`config.mk`:
```
export PLATFORM = sky130hd
export DESIGN_NAME = switch_ingress_buffer
export DESIGN_NICKNAME = d
export VERILOG_FILES = /design/src/rtl/switch_ingress_buffer.sv
export SDC_FILE = /design/constraint.sdc
export NUM_CORES = 1
export LEC_CHECK = 0
export ABC_AREA = 1
export CAP_MARGIN = 0
export CORE_ASPECT_RATIO = 1.1
export CORE_MARGIN = 3
export CORE_UTILIZATION = 50
export CTS_CLUSTER_DIAMETER = 200
export DETAILED_ROUTE_END_ITERATION = 12
export PLACE_DENSITY = 0.71
export SLEW_MARGIN = 20
export SYNTH_ARGS = -nofsm -noshare
export SYNTH_HDL_FRONTEND = slang
export SYNTH_SLANG_ARGS = --single-unit
```
`constraint.sdc`:
```
create_clock -name clk -period 3.3 [get_ports clk]
set_input_delay 0.495 -clock clk [delete_from_list [all_inputs] [get_ports clk]]
set_output_delay 0.495 -clock clk [all_outputs]
set_load 0.005 [all_outputs]
```
`src/rtl/switch_ingress_buffer.sv`:
```
// Per-port ingress stage for switch_4port: filters illegal packets, buffers legal ones
// in a small FIFO and holds each packet at the switch port until it is accepted.
module switch_ingress_buffer #(
  parameter int PORT_ID = 0,
  parameter int DEPTH   = 4,
  parameter int CNT_W   = 16
) (
  input  logic             clk,
  input  logic             rst_n,
  input  logic             up_valid,
  output logic             up_ready,
  input  logic [3:0]       up_source,
  input  logic [3:0]       up_target,
  input  logic [7:0]       up_data,
  output logic             valid_in,
  output logic [3:0]       source_in,
  output logic [3:0]       target_in,
  output logic [7:0]       data_in,
  input  logic             sw_ready,
  output logic [CNT_W-1:0] acc_cnt,
  output logic [CNT_W-1:0] drop_cnt,
  output logic             full,
  output logic             empty
);

  localparam int         AW        = $clog2(DEPTH);
  localparam logic [3:0] PORT_MASK = 4'(1 << PORT_ID);
  localparam logic [0:0] IDLE      = 1'b0;
  localparam logic [0:0] HOLD      = 1'b1;

  logic [AW:0]      wr_ptr_q, wr_ptr_d;
  logic [AW:0]      rd_ptr_q, rd_ptr_d;
  logic [15:0]      mem_q [DEPTH];
  logic [15:0]      mem_d [DEPTH];
  logic [0:0]       state_q, state_d;
  logic [15:0]      out_q, out_d;
  logic [CNT_W-1:0] acc_q, acc_d;
  logic [CNT_W-1:0] drop_q, drop_d;
  logic             full_s, empty_s, xfer_s, legal_s, push_s, pop_s;

  function automatic logic [CNT_W-1:0] sat_inc(input logic [CNT_W-1:0] v, input logic en);
    if (en && (v != {CNT_W{1'b1}})) begin
      return v + CNT_W'(1);
    end else begin
      return v;
    end
  endfunction

  assign full_s  = (wr_ptr_q[AW-1:0] == rd_ptr_q[AW-1:0]) && (wr_ptr_q[AW] != rd_ptr_q[AW]);
  assign empty_s = (wr_ptr_q == rd_ptr_q);
  // Ready depends on registered occupancy only; a same-cycle pop never opens a slot.
  assign xfer_s  = up_valid && !full_s;
  assign legal_s = (up_target != 4'b0000) && ((up_target & PORT_MASK) == 4'b0000) &&
                   (up_source == PORT_MASK);
  assign push_s  = xfer_s && legal_s;

  assign up_ready  = !full_s;
  assign full      = full_s;
  assign empty     = empty_s;
  assign valid_in  = (state_q == HOLD);
  assign source_in = out_q[15:12];
  assign target_in = out_q[11:8];
  assign data_in   = out_q[7:0];
  assign acc_cnt   = acc_q;
  assign drop_cnt  = drop_q;

  // Output-stage FSM: load the head when idle, reload back-to-back on accept.
  always_comb begin
    state_d = state_q;
    out_d   = out_q;
    pop_s   = 1'b0;
    case (state_q)
      IDLE: begin
        if (!empty_s) begin
          pop_s   = 1'b1;
          out_d   = mem_q[rd_ptr_q[AW-1:0]];
          state_d = HOLD;
        end else begin
          state_d = IDLE;
        end
      end
      HOLD: begin
        if (sw_ready) begin
          if (!empty_s) begin
            pop_s   = 1'b1;
            out_d   = mem_q[rd_ptr_q[AW-1:0]];
            state_d = HOLD;
          end else begin
            state_d = IDLE;
          end
        end else begin
          state_d = HOLD;
        end
      end
      default: begin
        state_d = IDLE;
      end
    endcase
  end

  // FIFO storage, pointers and counters; pointer overflow carries into the wrap bit.
  always_comb begin
    mem_d = mem_q;
    if (push_s) begin
      mem_d[wr_ptr_q[AW-1:0]] = {up_source, up_target, up_data};
    end else begin
      mem_d[wr_ptr_q[AW-1:0]] = mem_q[wr_ptr_q[AW-1:0]];
    end
    wr_ptr_d = push_s ? (wr_ptr_q + (AW+1)'(1)) : wr_ptr_q;
    rd_ptr_d = pop_s  ? (rd_ptr_q + (AW+1)'(1)) : rd_ptr_q;
    acc_d    = sat_inc(acc_q, push_s);
    drop_d   = sat_inc(drop_q, xfer_s && !legal_s);
  end

  always_ff @(posedge clk or negedge rst_n) begin
    if (!rst_n) begin
      wr_ptr_q <= '0;
      rd_ptr_q <= '0;
      state_q  <= IDLE;
      out_q    <= 16'h0000;
      acc_q    <= '0;
      drop_q   <= '0;
      for (int i = 0; i < DEPTH; i++) begin
        mem_q[i] <= 16'h0000;
      end
    end else begin
      wr_ptr_q <= wr_ptr_d;
      rd_ptr_q <= rd_ptr_d;
      state_q  <= state_d;
      out_q    <= out_d;
      acc_q    <= acc_d;
      drop_q   <= drop_d;
      mem_q    <= mem_d;
    end
  end

endmodule

```
==> impl_metrics.yaml <==
outcome:
  status: "finished, final reports clean"
synthesis:
  syn_nets: 1142
  async_flop_share_pct: 100
  yosys.cell_types.count: 25
  synth_cells: 1115
  synth_area_leader_cell: "dfrtp_1"
  ys_ff_latch: 119
  post_synth.cell_area_avg_um2: 6.58
  synth.area.top_cells: "dfrtp_1 (41%), nand2_1 (23%), nand3_1 (6.5%)"
  ys_warn_count: 0
  seq_area_frac_synth_pct: 40.6
  synth.most_common_cell: "nand2_1"
  synth_common_cells: "nand2_1 (454), dfrtp_1 (119), inv_1 (102)"
  synth_top_area_share_pct: 40.6
  synth-edff-count: 0
  syn_area_um2: 7340
  synthFlopType: "dfrtp_1"
layout:
  final_area_um2: 8820
  syn_to_final_growth_pct: 20.1
  postLayoutCoreUtil_pct: 62.6
  nNetsFinal: 1195
  stdcell_count: 1368
  fillers: 1348
  final_layout_size_suffix_gt1_share_pct: 5.34
  multi_input_area_um2: 3660
  antenna_cells: 0
  ff_latch_area_um2: 2980
sta:
  min_period_ps: 2720
  maxSlewViolCount: 0
  slew_headroom_pct: 42.3
  finalCritPeriodShare_pct: 82.6
  max_freq_ghz: 0.367
  rsz0062_at_grt: "false"
  finalSetupViolations: 0
  finalHoldViolCount: 0
  finalSetupTns_ps: 0
  worstMarginPinSlew_ps: 865
  worst_slack_ps: 575
  fin_skew_ps: 4.79
  holdWs_ps: 147
route:
  num_vias: 7105
  first_pass_iters: 5
  wire_per_inst_um: 14.3
  highest_layer: "met4"
  wl_met3_mm: 1.15
  drt_iter0_markers: 523
  wl_mm: 19.6
  drcViolationCount: 0
  dr_wl_met2_mm: 9.43
  vias_per_cell: 5.19
  drt-met1-wl_mm: 8.66
  final_antenna_net_count: 0
placement:
  io_buffers: 71
  placedCellCount: 1337
  place_hpwl_mm: 12.2
  gp_congestion: 0.814
  placed_cell_area_um2: 8160
  pre_cts_ws_ps: 619
power_and_ir_drop:
  p_int_mw: 4.69
  p_clk_share_pct: 26.2
  p_per_area_nw_per_um2: 894
  power.leakage_nw: 4.59
  p_comb_share_pct: 43.2
  sw_frac_of_total_pct: 40.5
  irDropWorstVdd_uv: 387
  switchingPower_mw: 3.19
  p_total_mw: 7.89
  seqPwrFrac_pct: 30.6
clock_network:
  cts_root_buf: "clkbuf_16"
  numCtsBuffers: 17
  cts_tree: "yes"
  holdBufCountCts: 0
  clockBufferDepth: 2
  cts_max_level: 4
  postCtsSetupBuffers: 0
  cts_num_sinks: 119
  cts.clk_slew.worst_paths_ps: 50
  postCtsResizedCells: 0
  clk_latency_ps: 420
setup_path:
  endpoint_kind: "primary output"
  critPathTopFamily: "buffers and inverters"
  cp_slowest_cell: "clkdlybuf4s50_1"
  crit_buf_inv: 3
  critPathMaxStageDelay_ps: 500
  cp-start-kind: "flip-flop"
  cp_data_required_time_ps: 2800
  cp.arrival_ps: 2230
  crit_type: "flip-flop to primary output"
  cp_max_fo: 47
  crit_chain: "buf_4, nand2_1, nand2_2, nand4_1, inv_1, clkdlybuf4s50_1"
  timing.reg2reg.setup_slack_ps: 860
global_route:
  grt_max_degree: 59
  grt_pass1_wl_mm: 33.3
  grt_usage_pct: 25.8
  antenna_found_initial: 0
  grt_pass1_vias: 6803
  grt_overflow: 0
job:
  drv_cap: 0
min_path:
  hold_path.class: "input pin to asynchronous set/reset pin"
die:
  die_h_um: 133
  dieArea_um2: 16200
  rows: 45
  coreArea_um2: 14100
  io_pins: 72
  initial_core_util_pct: 52.2
  die_x_um: 122
[cell usage in the layout, fill, tap and decap left out, types with 9 or more instances in the layout]
master           count
a21oi_1             55
nand2_1            454
nand3_1             95
xnor2_1             12
clkbuf_16           17
xor2_1               9
o21ai_0             76
dfrtp_1            119
clkdlybuf4s50_1     70
nor2_1              98
nand4_1             11
buf_4               18
inv_1              102
[sequential cells by signal, summed over array words and instances (netlist names)]
name / flops
mem_q: 64
acc_cnt: 16
valid_in: 1
rd_ptr_q: 3
wr_ptr_q: 3
drop_cnt: 16
out_q: 16
[logic make-up after synthesis]
logic type                 Yosys count  synth area share, %
AOI/OAI and AO/OA                  136                 9.31
xor gates and xnor gates            21                 2.51
adders and majority gates            7                 1.19
buffers and inverters              165                 9.58
DFF                                119                 40.6
and+or+nand+nor                    667                 36.9
[final cells by class]
cell class | instances | area share (%)
timing repair buffer | 90 | 9.93
clock buffer | 22 | 5.49
multi-input combinational | 831 | 41.6
tap | 188 | 2.67
sequential | 119 | 33.8
clock inverter | 9 | 1.93
inverter | 109 | 4.64
[final timing paths]
kind	start	cells past startpoint	end
worst min register to register	out_q[5]$_DFFE_PN0P_	2	out_q[5]$_DFFE_PN0P_
max in group asynchronous	rst_n	2	mem_q[58]$_DFFE_PN0N_
worst max register to register	wr_ptr_q[0]$_DFFE_PN0P_	9	mem_q[28]$_DFFE_PN0N_
worst max-delay path	wr_ptr_q[0]$_DFFE_PN0P_	6	empty
min in group clk	out_q[5]$_DFFE_PN0P_	2	out_q[5]$_DFFE_PN0P_
worst min-delay path	rst_n	1	mem_q[8]$_DFFE_PN0P_
[metal layers]
metal | GRT usage [%] | up-vias
li1 | - | 3598
met1 | 34.0 | 3273
met2 | 41.7 | 204
met3 | 4.92 | 30
met4 | 10.3 | 0
met5 | 0 | -
[power by group through the flow]
stage               Clock, mW  Sequential [mW]  Combinational, mW
CTS                      2.10             2.41               3.42
global route             2.16             2.50               3.89
finish                   2.07             2.41               3.41
global placement            0             2.42               3.33
floorplan                   0             2.35               2.33
detailed placement          0             2.42               3.38
Note: power is estimated with default switching activity, not from simulation.
